===== src/rtl/fpu_pkg.sv =====
`default_nettype none
// ============================================================================
// Module  : fpu_pkg
// Purpose : Shared definitions for the ReLU backward stage: the controller
//           state encoding, the IEEE-754 single-precision zero word and a
//           strict-positivity test on a raw float32 word.
// Ports   : none (package)
// Rev     : 1.0  initial release
// ============================================================================
package fpu_pkg;

  localparam logic [31:0] FP_ZERO = 32'h0000_0000;

  typedef enum logic [3:0] {
    ST_WAIT    = 4'd0,
    ST_HDR_A   = 4'd1,
    ST_HDR_B   = 4'd2,
    ST_HDR_W   = 4'd3,
    ST_DIM_A   = 4'd4,
    ST_DIM_B   = 4'd5,
    ST_DIM_W   = 4'd6,
    ST_LOOP    = 4'd7,
    ST_LOAD_X  = 4'd8,
    ST_LOAD_DY = 4'd9,
    ST_WRITE   = 4'd10,
    ST_DONE    = 4'd11
  } relu_bw_state_t;

  // Strictly positive: sign clear and magnitude non-zero, so +0, -0 and all
  // negative encodings are rejected.
  function automatic logic fp_is_pos(input logic [31:0] v);
    return (v[31] == 1'b0) && (v[30:0] != 31'd0);
  endfunction

endpackage
`default_nettype wire


===== src/rtl/mem_access_ctrl.sv =====
`default_nettype none
// ============================================================================
// Module  : mem_access_ctrl
// Purpose : One-handle request/acknowledge sequencer. While i_req is high and
//           no access is outstanding it raises avail plus r_en or w_en; on the
//           memory's done cycle it drops them and advances ptr by one.
// Ports   : clk, rst_l        clock, async active-low reset
//           i_clr             zero the pointer (start of a new tensor pass)
//           i_req, i_wr       access request and direction (1 = write)
//           i_wdata           write data latched when the access is issued
//           i_bump            advance ptr without an access
//           i_mem_done        memory completion strobe
//           o_ack             access completes this cycle
//           o_ptr, o_avail, o_r_en, o_w_en, o_data_store  handle outputs
// Rev     : 1.0  initial release
// ============================================================================
module mem_access_ctrl (
  input  logic        clk,
  input  logic        rst_l,
  input  logic        i_clr,
  input  logic        i_req,
  input  logic        i_wr,
  input  logic [31:0] i_wdata,
  input  logic        i_bump,
  input  logic        i_mem_done,
  output logic        o_ack,
  output logic [31:0] o_ptr,
  output logic        o_avail,
  output logic        o_r_en,
  output logic        o_w_en,
  output logic [31:0] o_data_store
);

  logic [31:0] r_ptr;
  logic        r_avail;
  logic        r_r_en;
  logic        r_w_en;
  logic [31:0] r_data_store;

  assign o_ack = r_avail & i_mem_done;

  always_ff @(posedge clk or negedge rst_l) begin
    if (!rst_l) begin
      r_ptr        <= 32'd0;
      r_avail      <= 1'b0;
      r_r_en       <= 1'b0;
      r_w_en       <= 1'b0;
      r_data_store <= 32'd0;
    end else if (i_clr) begin
      r_ptr <= 32'd0;
    end else if (o_ack) begin
      r_avail      <= 1'b0;
      r_r_en       <= 1'b0;
      r_w_en       <= 1'b0;
      r_data_store <= 32'd0;
      r_ptr        <= r_ptr + 32'd1;
    end else if (i_req && !r_avail) begin
      r_avail      <= 1'b1;
      r_r_en       <= ~i_wr;
      r_w_en       <= i_wr;
      r_data_store <= i_wr ? i_wdata : 32'd0;
    end else if (i_bump) begin
      r_ptr <= r_ptr + 32'd1;
    end
  end

  assign o_ptr        = r_ptr;
  assign o_avail      = r_avail;
  assign o_r_en       = r_r_en;
  assign o_w_en       = r_w_en;
  assign o_data_store = r_data_store;

endmodule
`default_nettype wire


===== src/rtl/relu_backward.sv =====
`default_nettype none
// ============================================================================
// Module  : relu_backward
// Purpose : ReLU gradient stage. Copies the tensor header of x (handle a) to
//           dx (handle d), skipping the matching header of dy (handle b), then
//           per element writes dx = dy where x > 0, else masks it.
// Config  : RELU_BW_ZERO_WRITE_EN - when defined, masked elements are written
//           as +0.0; otherwise they are skipped and only d.ptr advances.
// Ports   : clk, rst_l      clock, async active-low reset
//           go, done        start request / high while finished
//           pass_cnt        count of elements whose gradient passed
//           {o,i}_<h>_*     memory handles a (x), b (dy), c (unused), d (dx)
// Rev     : 1.0  initial release
// ============================================================================
module relu_backward
  import fpu_pkg::*;
#(
  parameter int MAX_DIMS = 2
) (
  input  logic        clk,
  input  logic        rst_l,
  input  logic        go,
  output logic        done,
  output logic [31:0] pass_cnt,
  // handle a : x, read-only
  output logic [31:0] o_a_ptr,
  output logic        o_a_avail,
  output logic        o_a_r_en,
  output logic        o_a_w_en,
  output logic [31:0] o_a_data_store,
  input  logic [31:0] i_a_data_load,
  input  logic        i_a_done,
  input  logic [31:0] i_a_region_end,
  // handle b : dy, read-only
  output logic [31:0] o_b_ptr,
  output logic        o_b_avail,
  output logic        o_b_r_en,
  output logic        o_b_w_en,
  output logic [31:0] o_b_data_store,
  input  logic [31:0] i_b_data_load,
  input  logic        i_b_done,
  input  logic [31:0] i_b_region_end,
  // handle c : unused
  output logic [31:0] o_c_ptr,
  output logic        o_c_avail,
  output logic        o_c_r_en,
  output logic        o_c_w_en,
  output logic [31:0] o_c_data_store,
  input  logic [31:0] i_c_data_load,
  input  logic        i_c_done,
  input  logic [31:0] i_c_region_end,
  // handle d : dx, write-only
  output logic [31:0] o_d_ptr,
  output logic        o_d_avail,
  output logic        o_d_r_en,
  output logic        o_d_w_en,
  output logic [31:0] o_d_data_store,
  input  logic [31:0] i_d_data_load,
  input  logic        i_d_done,
  input  logic [31:0] i_d_region_end
);

  relu_bw_state_t r_state, w_next;
  logic [31:0]    r_dims_left;
  logic [31:0]    r_x;
  logic [31:0]    r_wdata;
  logic [31:0]    r_pass_cnt;

  logic w_ack_a, w_ack_b, w_ack_d;
  logic w_start, w_pass;
  logic w_req_a, w_req_b, w_req_d;
  logic w_bump_d;
  logic w_unused;

  assign w_start = (r_state == ST_WAIT) && go;
  assign w_pass  = fp_is_pos(r_x);

  assign w_req_a = (r_state == ST_HDR_A) || (r_state == ST_DIM_A) || (r_state == ST_LOAD_X);
  assign w_req_b = (r_state == ST_HDR_B) || (r_state == ST_DIM_B) || (r_state == ST_LOAD_DY);
  assign w_req_d = (r_state == ST_HDR_W) || (r_state == ST_DIM_W) || (r_state == ST_WRITE);

`ifdef RELU_BW_ZERO_WRITE_EN
  assign w_bump_d = 1'b0;
`else
  // A masked element still owns a dx slot; step over it without writing.
  assign w_bump_d = (r_state == ST_LOAD_DY) && w_ack_b && !w_pass;
`endif

  always_comb begin
    w_next = r_state;
    case (r_state)
      ST_WAIT:    if (go)      w_next = ST_HDR_A;
      ST_HDR_A:   if (w_ack_a) w_next = ST_HDR_B;
      ST_HDR_B:   if (w_ack_b) w_next = ST_HDR_W;
      ST_HDR_W:   if (w_ack_d) w_next = (r_dims_left != 32'd0) ? ST_DIM_A : ST_LOOP;
      ST_DIM_A:   if (w_ack_a) w_next = ST_DIM_B;
      ST_DIM_B:   if (w_ack_b) w_next = ST_DIM_W;
      ST_DIM_W:   if (w_ack_d) w_next = (r_dims_left == 32'd1) ? ST_LOOP : ST_DIM_A;
      ST_LOOP:    w_next = (o_d_ptr == i_d_region_end) ? ST_DONE : ST_LOAD_X;
      ST_LOAD_X:  if (w_ack_a) w_next = ST_LOAD_DY;
`ifdef RELU_BW_ZERO_WRITE_EN
      ST_LOAD_DY: if (w_ack_b) w_next = ST_WRITE;
`else
      ST_LOAD_DY: if (w_ack_b) w_next = w_pass ? ST_WRITE : ST_LOOP;
`endif
      ST_WRITE:   if (w_ack_d) w_next = ST_LOOP;
      ST_DONE:    if (!go)     w_next = ST_WAIT;
      default:    w_next = ST_WAIT;
    endcase
  end

  always_ff @(posedge clk or negedge rst_l) begin
    if (!rst_l) begin
      r_state     <= ST_WAIT;
      r_dims_left <= 32'd0;
      r_x         <= 32'd0;
      r_wdata     <= 32'd0;
      r_pass_cnt  <= 32'd0;
    end else begin
      r_state <= w_next;
      if (w_start) r_pass_cnt <= 32'd0;
      case (r_state)
        ST_HDR_A: if (w_ack_a) begin
          // N is copied verbatim; only the dim-word loop is clamped.
          r_wdata     <= i_a_data_load;
          r_dims_left <= (i_a_data_load > 32'(MAX_DIMS)) ? 32'(MAX_DIMS) : i_a_data_load;
        end
        ST_DIM_A:  if (w_ack_a) r_wdata <= i_a_data_load;
        ST_DIM_W:  if (w_ack_d) r_dims_left <= r_dims_left - 32'd1;
        ST_LOAD_X: if (w_ack_a) r_x <= i_a_data_load;
        ST_LOAD_DY: if (w_ack_b) begin
          r_wdata <= w_pass ? i_b_data_load : FP_ZERO;
          if (w_pass) r_pass_cnt <= r_pass_cnt + 32'd1;
        end
        default: ;
      endcase
    end
  end

  mem_access_ctrl u_ctrl_a (
    .clk(clk), .rst_l(rst_l), .i_clr(w_start), .i_req(w_req_a), .i_wr(1'b0),
    .i_wdata(FP_ZERO), .i_bump(1'b0), .i_mem_done(i_a_done), .o_ack(w_ack_a),
    .o_ptr(o_a_ptr), .o_avail(o_a_avail), .o_r_en(o_a_r_en), .o_w_en(o_a_w_en),
    .o_data_store(o_a_data_store)
  );

  mem_access_ctrl u_ctrl_b (
    .clk(clk), .rst_l(rst_l), .i_clr(w_start), .i_req(w_req_b), .i_wr(1'b0),
    .i_wdata(FP_ZERO), .i_bump(1'b0), .i_mem_done(i_b_done), .o_ack(w_ack_b),
    .o_ptr(o_b_ptr), .o_avail(o_b_avail), .o_r_en(o_b_r_en), .o_w_en(o_b_w_en),
    .o_data_store(o_b_data_store)
  );

  mem_access_ctrl u_ctrl_d (
    .clk(clk), .rst_l(rst_l), .i_clr(w_start), .i_req(w_req_d), .i_wr(1'b1),
    .i_wdata(r_wdata), .i_bump(w_bump_d), .i_mem_done(i_d_done), .o_ack(w_ack_d),
    .o_ptr(o_d_ptr), .o_avail(o_d_avail), .o_r_en(o_d_r_en), .o_w_en(o_d_w_en),
    .o_data_store(o_d_data_store)
  );

  assign o_c_ptr        = 32'd0;
  assign o_c_avail      = 1'b0;
  assign o_c_r_en       = 1'b0;
  assign o_c_w_en       = 1'b0;
  assign o_c_data_store = 32'd0;

  assign done     = (r_state == ST_DONE);
  assign pass_cnt = r_pass_cnt;

  // Handle inputs with no role in this stage.
  assign w_unused = ^{i_a_region_end, i_b_region_end, i_c_region_end,
                      i_c_data_load, i_c_done, i_d_data_load};

endmodule
`default_nettype wire


===== config.mk =====
export PLATFORM = sky130hd
export DESIGN_NAME = relu_backward
export DESIGN_NICKNAME = d
export VERILOG_FILES = /design/src/rtl/fpu_pkg.sv /design/src/rtl/mem_access_ctrl.sv /design/src/rtl/relu_backward.sv
export SDC_FILE = /design/constraint.sdc
export NUM_CORES = 1
export LEC_CHECK = 0
export ABC_CLOCK_PERIOD_IN_PS = 2850
export CAP_MARGIN = 15
export CORE_AREA = 2 2 222 224
export CTS_CLUSTER_SIZE = 8
export DETAILED_ROUTE_END_ITERATION = 8
export DIE_AREA = 0 0 224 226
export GPL_ROUTABILITY_DRIVEN = 0
export HOLD_SLACK_MARGIN = 0.1
export PLACE_DENSITY_LB_ADDON = 0.12
export SYNTH_ARGS = -nofsm -noshare
export SYNTH_HDL_FRONTEND = slang
export SYNTH_SLANG_ARGS = --single-unit

===== constraint.sdc =====
create_clock -name clk -period 2.85 [get_ports clk]
set_clock_uncertainty 0.05 [all_clocks]
set_input_delay 0.285 -clock clk [delete_from_list [all_inputs] [get_ports clk]]
set_output_delay 0.285 -clock clk [all_outputs]
set_load 0.03 [all_outputs]

After elaboration in Yosys (flattened, before gate mapping)
Index checks and enable logic that the tools add are counted.
{"block": "totals", "ff_bits": 330, "inputBits": 263}
{"block": "classes", "addsub": 5, "n_lt_le_gt_ge": 1, "eq_ne": 26, "mux": 54, "n_bitwise": 5, "reduce_logical": 37}
{"op": "$mux 32", "count": 24}
{"op": "$add 32x1->32 const B", "count": 4}
{"op": "$pmux 32 s2", "count": 2}
{"op": "$mux 4", "count": 12}
{"op": "$pmux 4 s12", "count": 1}
{"op": "$eq 32x1->1 const B", "count": 1}
{"op": "$eq 32x32->1", "count": 1}
{"op": "$gt 32x2->1 const B", "count": 1}
{"op": "$reduce_bool 32->1", "count": 1}
{"op": "$sub 32x1->32 const B", "count": 1}
{"op": "$reduce_bool 31->1", "count": 1}
{"op": "$eq 4x3->1 const B", "count": 4}
{"op": "$eq 4x4->1 const B", "count": 4}
{"op": "$ne 2x1->1 const B", "count": 7}
{"op": "$reduce_bool 2->1", "count": 7}
{"op": "$mux 1", "count": 12}
{"op": "$reduce_and 11->1", "count": 1}
{"op": "$ne 2x2->1 const B", "count": 5}
{"op": "$reduce_and 2->1", "count": 5}
{"op": "$eq 4x2->1 const B", "count": 2}
{"op": "$logic_and 1x1->1", "count": 7}
{"op": "$logic_or 1x1->1", "count": 6}
{"op": "$mux 2", "count": 3}
{"op": "$reduce_and 3->1", "count": 2}
{"op": "other kinds (8)", "count": 14}

Longest topological paths before layout
{"block": "logic_depth", "depth_word": 8, "ltp_mapped": 9, "mapped_depth_nobuf": 8}

By module
A second synthesis with hierarchy kept.
{"block": "unflattened", "cells_unflattened": 1588, "area_unflattened_um2": 16313.1}
{"mod": "relu_backward", "instances": 1, "cells_per_inst": 792, "area_each_um2": 7390.8}
{"mod": "mem_access_ctrl at u_ctrl_a ...", "instances": 2, "cells_per_inst": 266, "area_each_um2": 3005.4}
{"mod": "mem_access_ctrl at u_ctrl_b", "instances": 1, "cells_per_inst": 264, "area_each_um2": 2911.5}

Worst setup path after synthesis
OpenSTA, ideal clock, no wires.
{"block": "synth_path", "path_kind": "reg-to-reg", "start": "register u_ctrl_a.r_ptr[6], in the netlist u_ctrl_a.o_ptr[6]", "end": "register u_ctrl_a.r_ptr[29], in the netlist u_ctrl_a.o_ptr[29]", "setup_ns": 0.077, "t_arrival_ns": 2.221, "t_required_ns": 2.723, "setup_slack_ns": 0.501, "path_stages_with_launch": 7, "path_cell_list": "dfrtp_1 > nand4_2 > or4_1 > or3_1 > buf_2 > or3_1 > a21oi_1"}
{"block": "synth_via", "elab_chain_len": 3}
{"element": "from (decl)", "line_no": "mem_access_ctrl.sv:34", "source": "logic [31:0] r_ptr;"}
{"element": "from (signal assigned)", "line_no": "mem_access_ctrl.sv:56", "source": "r_ptr <= r_ptr + 32'd1;"}
{"element": "from (signal assigned)", "line_no": "mem_access_ctrl.sv:63", "source": "r_ptr <= r_ptr + 32'd1;"}
{"element": "$add 32x1->32", "line_no": "mem_access_ctrl.sv:56"}
{"element": "$mux 32", "line_no": "mem_access_ctrl.sv:51", "source": "end else if (o_ack) begin"}
{"element": "$mux 32", "line_no": "mem_access_ctrl.sv:49", "source": "end else if (i_clr) begin"}
No other way between the ends. The select of a mux whose other input is x is not followed.
A chain may end at the register's enable or synchronous reset.

Worst setup path in the final report
{"block": "layout_path", "start": "register r_state[3]", "end": "output done"}
{"block": "layout_via", "elab_chain_len": 1}
{"element": "from (decl)", "line_no": "relu_backward.sv:63", "source": "relu_bw_state_t r_state, w_next;"}
{"element": "from (signal assigned)", "line_no": "relu_backward.sv:120", "source": "r_state <= w_next;"}
{"element": "$eq 4x4->1", "line_no": "relu_backward.sv:167", "source": "assign done = (r_state == ST_DONE);"}
{"element": "to (decl)", "line_no": "relu_backward.sv:23", "source": "output logic done,"}
No other way between the ends.

==> flow_summary.toml <==
[floorplan]
ios = 564
core_um2 = 48300
rows = 81
die_x_um = 224
die-area_um2 = 50600
die_h_um = 226
start_util_pct = 28.8

[yosys]
synth_top_area_share_pct = 47.3
synth_cell_types = 62
ys.flop_type = "dfrtp_1"
synth-seq-cells = 263
yosysMostFrequentCell = "dfrtp_1"
synth.avg_cell_area_um2 = 9.60
synth_edf_count = 0
async_flop_share_pct = 100
synth_warnings = 0
syn-cell-area_um2 = 13900
synthCells = 1451
ys_seq_area_share_pct = 47.3
synthTopCellsByArea = "dfrtp_1 47%, buf_4 7.4%, xor2_1 4.4%, nor2_1 4.0%, a21oi_1 3.5%"
yosysTopAreaCell = "dfrtp_1"
synthTopCellsByCount = "263 x dfrtp_1, 147 x nor2_1, 137 x buf_4"

[placed_design]
dpl.hpwl_um = 31300
pre_cts_ws_ns = 0.152
io_buffers = 268

[routing]
vias = 11753
drc = 0
wl_per_cell_um = 18.2
finalWirelength_um = 43300
ant_nets = 0
viasPerCell = 4.94
first_pass_iters = 5
drtIter0Drc = 751

[layout]
synthToLayoutAreaGrowth_pct = 31.2
nets = 2021
num-fill-cells = 4858
layout-drive-gt1-share_pct = 8.99
multi_input_area_um2 = 6560
antenna_cells = 0
ff_latch_area_um2 = 6580

[clock_network]
clkLatencyLatePin_ns = 0.54
clkTransAtPathRegs_ns = 0.05
cts_made_buffers = 39
cts_tree = "done"
ctsHtreeMaxLevel = 2
clockBufferDepth = 3
clock-sinks = 263
cts-root-buf = "clkbuf_16"
cts_setup_buffers = 0

[global_route]
antenna_found_initial = 4
grt_first_pass_wirelength_um = 67200
grt_max_degree = 77
grt_overflow = 0
track_usage_pct = 16.9
grt_pass1_vias = 11459

[power]
cellPowerDensity_nw_per_um2 = 820
p_leak_nw = 7.89
clockPowerShare_pct = 28.3
internal_power_mw = 9.31
power_frac_seq_pct = 35.9
switching_share_pct = 37.8
ir_worst_vdd_mv = 0.439
power.total_mw = 15.0
p_sw_mw = 5.66
pwr-share-comb_pct = 35.7

[timing]
max_freq_mhz = 379
maxSlewViolCount = 0
timing.setup.tns_ns = 0
slew_headroom_pct = 33.7
rsz0062_at_grt = "no"
setup_viol = 0
whs_ns = 0.266
tightest_slew_ns = 0.993
min_period_over_period_pct = 92.5
setup_ws_ns = 0.214
period_needed_ns = 2.64
hold_viol = 0

[setup_path]
cp_data_required_time_ns = 2.52
cp.arrival_ns = 2.30
crit_path_start_kind = "flop"
endpoint_kind = "output pin"
crit_fanout = 8
path_class = "reg2out"

[run]
cap_violations = 0

[run_status]
status = "finished, final reports clean"

[hold_path]
hold_class = "in2async"
power by group through the flow:
stage          combinational, mW  sequential, mW  clock (mW)
2_1_floorplan               3.17            5.66           0
5_1_grt                     5.92            5.51        4.53
4_1_cts                     5.41            5.37        4.40
6_report                    5.35            5.38        4.24
3_5_place_dp                5.39            5.41           0
3_3_place_gp                5.36            5.39           0
through the flow:
step / utilization, % / area, µm² / cells
3_3_place_gp: 35.5 / 17200 / 2331
4_1_cts: 37.8 / 18300 / 2380
3_5_place_dp: 35.5 / 17200 / 2331
6_report: 37.8 / 18300 / 2380
2_1_floorplan: - / 14400 / 1584
5_1_grt: 37.8 / 18300 / 2380
final cells by class:
cell class              instances  share of cell area [%]
flip-flops and latches        263                    36.0
well taps                     622                    4.26
clock buffers                  46                    5.77
multi-input cells            1104                    35.9
inverters                      17                   0.349
clock inverters                 2                   0.137
repair buffers                326                    17.5
cell usage in the layout (no fill, tap or decap), types with 4 or more instances in the layout:
master,n
nand2b_1,4
nor4_1,33
conb_1,134
ha_1,7
a22o_1,35
buf_4,51
xnor2_1,31
clkbuf_16,40
a21oi_1,96
and4_1,9
o211ai_1,4
nand2_1,95
o31ai_1,11
and3_1,22
nor2_1,145
a22oi_1,32
buf_12,6
inv_1,17
dfrtp_1,263
mux2i_1,19
mux2_2,34
nand4_1,40
a31oi_1,7
and2_1,10
or3_1,34
o21ai_0,70
nand3b_1,5
nand3_1,60
o41ai_1,4
xor2_1,70
nor3_1,29
clkdlybuf4s50_1,267
or4_1,13
kinds of logic (layout without fill, tap and decap cells):
group,Yosys count,count (layout),synth area share (%)
simple gates,526,526,19.1
other cells,1,134,0.0269
compound gates,283,283,12.8
mux,53,53,4.12
fa+ha+maj,7,7,0.629
flops,263,263,47.3
xor+xnor,101,101,6.35
buf+inv,217,391,9.69
registers in the layout (all words and copies together) (netlist names):
register	cells
pass_cnt	32
r_dims_left	32
r_wdata	32
r_x	32
u_ctrl_a.o_ptr	32
u_ctrl_b.o_ptr	32
u_ctrl_d.o_data_store	32
u_ctrl_d.o_ptr	32
r_state	4
u_ctrl_a.o_avail	1
u_ctrl_b.o_avail	1
u_ctrl_d.o_w_en	1
layer usage:
metal  vias up  global-route usage (%)  share of wire, %
met5         -                       0              0.13
met4         8                    4.06               1.6
met3        51                    3.85               6.5
met2       376                    25.5                44
met1      5789                    24.5                48
li1       5529                       -                 -
what timing repair did:
action,in CTS,in global routing
pin swaps,0,0
resized for setup,1,2
hold buffers,1,0
setup endpoints to repair,1,15
hold endpoints to repair,67,0
critical path, cell delays in order, from the launching register on:
cell and delay [ns]:
dfrtp_1 0.52, inv_1 0.21, nor3_2 0.31, clkdlybuf4s50_1 0.72
worst paths after layout:
check	cells after the start	endpoint	startpoint	slack, ns
worst min-delay path	2	u_ctrl_b.o_ptr[23]	rst_l	0.27
worst max-delay path	3	done	r_state[3]	0.21
max in group asynchronous	3	r_x[4]	rst_l	1.69
worst min register to register	1	r_dims_left[30]	r_dims_left[30]	0.43
min in group clk	3	r_wdata[12]	i_b_data_load[12]	0.36
worst max register to register	7	u_ctrl_d.o_ptr[18]	r_x[19]	0.25
Power figures use the tool's default switching activity.
